[src/rtl/step_tick_gen_pkg.sv]
// -----------------------------------------------------------------------------
// step_tick_gen_pkg
// Shared constants for the LED-sequencer tick source and its button debouncer.
//   DEF_DIV_W        default prescaler / div width
//   DEF_DB_CYCLES    default debounce stability window on the real board clock
//   SIM_DB_CYCLES    short debounce window used in simulation so benches stay fast
//   cnt_width()      counter width for a window of n cycles (never below 1 bit)
// -----------------------------------------------------------------------------
package step_tick_gen_pkg;

   localparam int DEF_DIV_W     = 26;
   localparam int DEF_DB_CYCLES = 1000000;
   localparam int SIM_DB_CYCLES = 4;

   function automatic int cnt_width(input int n);
      return (n > 1) ? $clog2(n) : 1;
   endfunction

endpackage

[src/rtl/step_tick_gen_debounce.sv]
// -----------------------------------------------------------------------------
// btn_debounce
// Synchronises a raw push-button, debounces it and flags its rising edge.
// Reusable for any board button.
//   clk    system clock
//   rst    asynchronous active-low reset, clears every flop
//   raw    raw asynchronous button input (active-high, may bounce)
//   level  debounced button level
//   rise   one-cycle pulse while the debounced level has just gone high
//          (combinational from flops only, so no path from raw)
// -----------------------------------------------------------------------------
module btn_debounce
   import step_tick_gen_pkg::*;
#(
   parameter int DB_CYCLES = DEF_DB_CYCLES
)
(
   input  logic clk,
   input  logic rst,
   input  logic raw,
   output logic level,
   output logic rise
);

   localparam int            CW      = cnt_width(DB_CYCLES);
   localparam logic [CW-1:0] DB_LAST = CW'(DB_CYCLES - 1);

   logic          sync1_reg;
   logic          sync2_reg;
   logic          level_reg;
   logic          level_next;
   logic          hist_reg;
   logic [CW-1:0] db_cnt_reg;
   logic [CW-1:0] db_cnt_next;

   // The counter measures how long the synced input has disagreed with the
   // debounced level; any agreement restarts the window, so a glitch shorter
   // than DB_CYCLES clocks can never flip the level.
   always_comb begin
      db_cnt_next = '0;
      level_next  = level_reg;
      if (sync2_reg != level_reg) begin
         if (db_cnt_reg == DB_LAST) begin
            level_next = sync2_reg;
         end else begin
            db_cnt_next = db_cnt_reg + CW'(1);
         end
      end
   end

   always_ff @(posedge clk or negedge rst) begin
      if (!rst) begin
         sync1_reg  <= 1'b0;
         sync2_reg  <= 1'b0;
         level_reg  <= 1'b0;
         db_cnt_reg <= '0;
         hist_reg   <= 1'b0;
      end else begin
         sync1_reg  <= raw;
         sync2_reg  <= sync1_reg;
         level_reg  <= level_next;
         db_cnt_reg <= db_cnt_next;
         // Tracked unconditionally so a button already held when the caller
         // starts listening is not mistaken for a fresh press.
         hist_reg   <= level_reg;
      end
   end

   assign level = level_reg;
   assign rise  = level_reg & ~hist_reg;

endmodule

[src/rtl/step_tick_gen.sv]
// -----------------------------------------------------------------------------
// step_tick_gen
// Advance-pulse source for the LED sequencer: free-running prescaler in run
// mode, one tick per debounced button press in step mode.
//   clk         system clock
//   rst         asynchronous active-low reset
//   run         1 = prescaler mode, 0 = step mode
//   div         terminal count; run-mode tick period is div+1 clocks
//   step_btn    raw push-button
//   tick        registered one-cycle advance pulse
//   phase       toggles on every tick
//   tick_count  ticks issued, wraps 255 -> 0
// -----------------------------------------------------------------------------
module step_tick_gen
   import step_tick_gen_pkg::*;
#(
   parameter int DIV_W     = DEF_DIV_W,
   parameter int DB_CYCLES = DEF_DB_CYCLES
)
(
   input  logic             clk,
   input  logic             rst,
   input  logic             run,
   input  logic [DIV_W-1:0] div,
   input  logic             step_btn,
   output logic             tick,
   output logic             phase,
   output logic [7:0]       tick_count
);

   logic [DIV_W-1:0] cnt_reg;
   logic [DIV_W-1:0] cnt_next;
   logic             term;
   logic             tick_next;
   logic             tick_reg;
   logic             phase_reg;
   logic [7:0]       count_reg;
   logic             btn_rise;
   logic             btn_level_unused;

   btn_debounce #(
      .DB_CYCLES (DB_CYCLES)
   ) u_btn (
      .clk   (clk),
      .rst   (rst),
      .raw   (step_btn),
      .level (btn_level_unused),
      .rise  (btn_rise)
   );

   // >= rather than == so that lowering div below the running count ticks on
   // the next edge instead of wrapping through the full counter range.
   always_comb begin
      term      = (cnt_reg >= div);
      cnt_next  = '0;
      tick_next = btn_rise;
      if (run) begin
         tick_next = term;
         if (!term) begin
            cnt_next = cnt_reg + DIV_W'(1);
         end
      end
   end

   always_ff @(posedge clk or negedge rst) begin
      if (!rst) begin
         cnt_reg   <= '0;
         tick_reg  <= 1'b0;
         phase_reg <= 1'b0;
         count_reg <= '0;
      end else begin
         cnt_reg   <= cnt_next;
         tick_reg  <= tick_next;
         phase_reg <= phase_reg ^ tick_next;
         count_reg <= count_reg + {7'd0, tick_next};
      end
   end

   assign tick       = tick_reg;
   assign phase      = phase_reg;
   assign tick_count = count_reg;

endmodule
[config.mk]
export PLATFORM = sky130hd
export DESIGN_NAME = step_tick_gen
export DESIGN_NICKNAME = d
export VERILOG_FILES = /design/src/rtl/step_tick_gen_pkg.sv /design/src/rtl/step_tick_gen_debounce.sv /design/src/rtl/step_tick_gen.sv
export SDC_FILE = /design/constraint.sdc
export NUM_CORES = 1
export LEC_CHECK = 0
export ABC_AREA = 1
export CORE_ASPECT_RATIO = 2
export CORE_MARGIN = 2
export CORE_UTILIZATION = 30
export CTS_CLUSTER_DIAMETER = 30
export DETAILED_ROUTE_END_ITERATION = 16
export PLACE_DENSITY_LB_ADDON = 0.12
export SYNTH_ARGS = -nofsm -noshare
export SYNTH_HDL_FRONTEND = slang
export SYNTH_SLANG_ARGS = --single-unit
[constraint.sdc]
create_clock -name clk -period 2.7 [get_ports clk]
set_input_delay 0.405 -clock clk [delete_from_list [all_inputs] [get_ports clk]]
set_output_delay 0.405 -clock clk [all_outputs]
set_load 0.005 [all_outputs]
==> key figures, run 1 <==
Global route
  – GR Util met2: 31.6%
  – Vias in the first global route: 3482
  – Largest net degree at the start of global routing: 61
  – First-pass GRT wire length: 16500 µm
  – Total Routing Usage GR: 15.7%
  – GR met3 Demand/Resource: 2.36%
  – Total gr overflow: 0
  – Met1 Use GR: 14.6%
  – Gr busiest metal: met2
  – Initial antenna violation count: 0

Power and ir drop
  – PnR Total Power: 2.47 mW
  – Leakage: 2.48 nW
  – Pwr dens: 487 nW/µm²
  – Sequential power share: 42.5%
  – Switching pwr: 0.615 mW
  – Switching Fraction: 24.9%
  – P_int: 1.86 mW
  – VDD IR max: 0.409 mV
  – Comb power frac: 15.6%
  – Clock Power Share: 41.8%

Yosys
  – Mapped Area: 3830 µm²
  – Syn avg cell area: 7.78 µm²
  – Syn Nets: 552
  – Ys Warns: 0
  – Synth unique cells: 33
  – Yosys reg bits: 60
  – Sequential fraction of the synthesis area: 39.2%
  – Syn Inst Count: 492

STA
  – Min Hold Slack: 0.244 ns
  – Setup TNS: 0 ns
  – Clk_skew: 0.00806 ns
  – Min setup slack post-route: 0.171 ns
  – Final Max Tran Viols: 0
  – Worst Tran Pin Value: 0.784 ns
  – Fmax: 395 MHz
  – Final hold vios: 0
  – Fin crit share: 93.7%
  – Fin crit period: 2.53 ns
  – Final setup viols: 0
  – Worst rel slew slack: 47.7%

Job
  – Max cap viols: 0

Final layout
  – Most frequent cells in the layout: nand2_1, inv_1, dfrtp_1
  – Area Overhead vs Synth: 32.4%
  – Filler cell count: 1346
  – Number of antenna diodes: 0
  – Fin nets: 636
  – Post-route cell area: 5070 µm²
  – Max FFs per register: 26
  – Final Util: 40.4%
  – Share of cells above drive strength 1: 17.9%
  – Post-route insts no fill: 730
  – Commonest non-fill, non-tap cell in the layout: nand2_1

Worst setup path
  – Critical path fanouts, max: 2
  – CP Class: in -> reg
  – CP dominant cell by count: nand2_1
  – Crit end category: flop
  – Element type at the critical path start: input pin
  – CP Cell Sequence: clkdlybuf4s50_1 > inv_1 > ha_1 > a21oi_1 > nand2_1 > nand2_1 > nand2_1 > nor2_1 > nand2_1 > nand2_1 > nand2_2 > nand2_2 > inv_2 > ha_4 > ha_4 > nand3_2 > nor3_2 > xor2_1
  – WP buf/inv: 3
  – CP required: 2.90 ns
  – Delay-heaviest family, CP: simple AND/OR/NAND/NOR gates
  – CP peak stage delay: 0.45 ns
  – Slowest cell on crit path: clkdlybuf4s50_1
  – Crit path DAT: 2.73 ns

Floorplanning
  – Die Span X: 83.9 µm
  – Die H: 164 µm
  – Cell Rows: 58
  – Core Region: 12600 µm²
  – Initial core utilization: 30.5%
  – Io pins: 40
  – Die area: 13700 µm²

Placed design
  – GPL Wtd Cong: 0.834
  – Placed cell area: 4650 µm²
  – Worst slack at placement: -0.369 ns
  – Post-DP HPWL: 8140 µm
  – Input/output buffers: 39
  – Cells after DPL: 714

Worst hold path
  – Min-delay worst type: in -> async

CTS
  – Clk root buf: clkbuf_16
  – Clk sinks: 60
  – Max Buffers Root-to-Sink: 2
  – Max H-tree Level: 3
  – Clock-pin slew of the registers on the worst-case setup and hold paths: 0.04 ns
  – Inserted Clock Buffers: 9
  – Worst-Skew Late Latency: 0.33 ns
  – CTS tree: done

Detailed routing
  – Initial DRC count: 86
  – Post-DRT Antenna Nets: 0
  – Drt via density: 4.61
  – DR pass1 iterations: 4
  – Routed WL: 10100 µm
  – DRC viols: 0
  – Routed via count: 3368
  – Routed WL per cell: 13.8 µm

Outcome
  – Status: finished, final reports clean
[worst register-to-register path, cell delays in order (launching register included)]
cell and delay, ns:
dfrtp_1 0.45, ha_4 0.31, nand2_2 0.06, nor2_2 0.12, nand3_1 0.09, nand3_1 0.14
nand2_1 0.07, nand2_1 0.07, nand2_1 0.06, nand2_2 0.09, nand2_2 0.07, inv_2 0.08
ha_4 0.15, ha_4 0.13, nand3_2 0.09, nor3_2 0.19, xor2_1 0.16
[cell families (layout without fill, tap and decap cells)]
logic type / Yosys count / count (layout) / synth area share (%)
DFF: 60 / 60 / 39.2
xor gates and xnor gates: 22 / 22 / 5.03
muxes: 1 / 1 / 0.294
AOI/OAI and AO/OA: 33 / 33 / 4.48
and+or+nand+nor: 250 / 250 / 31.6
buffers and inverters: 96 / 184 / 9.60
adders and majority gates: 30 / 30 / 9.80
[final cells by class]
class	instances	area, µm²	area share [%]
inverters	94	353	6.96
clock buffers	13	260	5.13
multi-input cells	336	2100	41.3
flip-flops and latches	60	1500	29.6
clock inverters	2	10.0	0.197
repair buffers	75	663	13.1
well taps	150	188	3.70
[cell usage after synthesis (all sizes together)]
| master | instances | area, µm² |
|---|---|---|
| a211oi | 1 | 7.51 |
| a31oi | 1 | 6.26 |
| nand2 | 107 | 429 |
| nand3 | 23 | 125 |
| or2 | 6 | 37.5 |
| nor3b | 2 | 20.0 |
| nor4 | 5 | 31.3 |
| inv | 94 | 353 |
| nand4 | 14 | 106 |
| a21o | 1 | 7.51 |
| ha | 30 | 375 |
| nand3b | 2 | 15.0 |
| and2 | 1 | 6.26 |
| o21ai | 7 | 35.0 |
| buf | 2 | 15.0 |
| xnor2 | 8 | 70.1 |
| nor3 | 24 | 156 |
| xor2 | 14 | 123 |
| a21oi | 23 | 115 |
| mux2 | 1 | 11.3 |
| nor2 | 66 | 283 |
| dfrtp | 60 | 1500 |
[final timing paths]
kind,startpoint,slack (ns),cells after the start,endpoint
max,div[13],0.17,18,tick_count[6]$_DFF_PN0_
min reg2reg,u_btn.sync1_reg$_DFF_PN0_,0.35,0,u_btn.sync2_reg$_DFF_PN0_
max in group asynchronous,rst,1.94,2,u_btn.db_cnt_reg[1]$_DFF_PN0_
min,rst,0.24,2,tick_count[3]$_DFF_PN0_
max reg2reg,cnt_reg[3]$_DFF_PN0_,0.30,16,tick_count[6]$_DFF_PN0_
min in group clk,u_btn.sync1_reg$_DFF_PN0_,0.35,0,u_btn.sync2_reg$_DFF_PN0_
[layer usage]
layer	share of wire [%]	up-vias
li1	-	1725
met1	35	1584
met2	59	39
met3	1.8	20
met4	3.8	0
met5	0	-
[what timing repair did]
item,4_1_cts,5_1_grt
setup buffers,0,1
pin swaps,1,12
hold buffers,0,0
endpoints found under the setup margin,3,6
endpoints found under the hold margin,0,0
gates resized for setup,2,28
[power by group through the flow]
stage / registers (mW) / clock network [mW] / logic, mW
after floorplan: 1.04 / 0 / 0.124
after global placement: 1.05 / 0 / 0.364
after detailed placement: 1.05 / 0 / 0.367
after CTS: 1.04 / 1.07 / 0.371
after global routing: 1.06 / 1.12 / 0.437
final: 1.05 / 1.03 / 0.387
Power figures use the tool's default switching activity.
==> run 2: changes to the inputs <==
Settings changed: HOLD_SLACK_MARGIN set to 0.03.
==> results of run 2 <==
Final layout, timing and power as in run 1 (identical DEF).
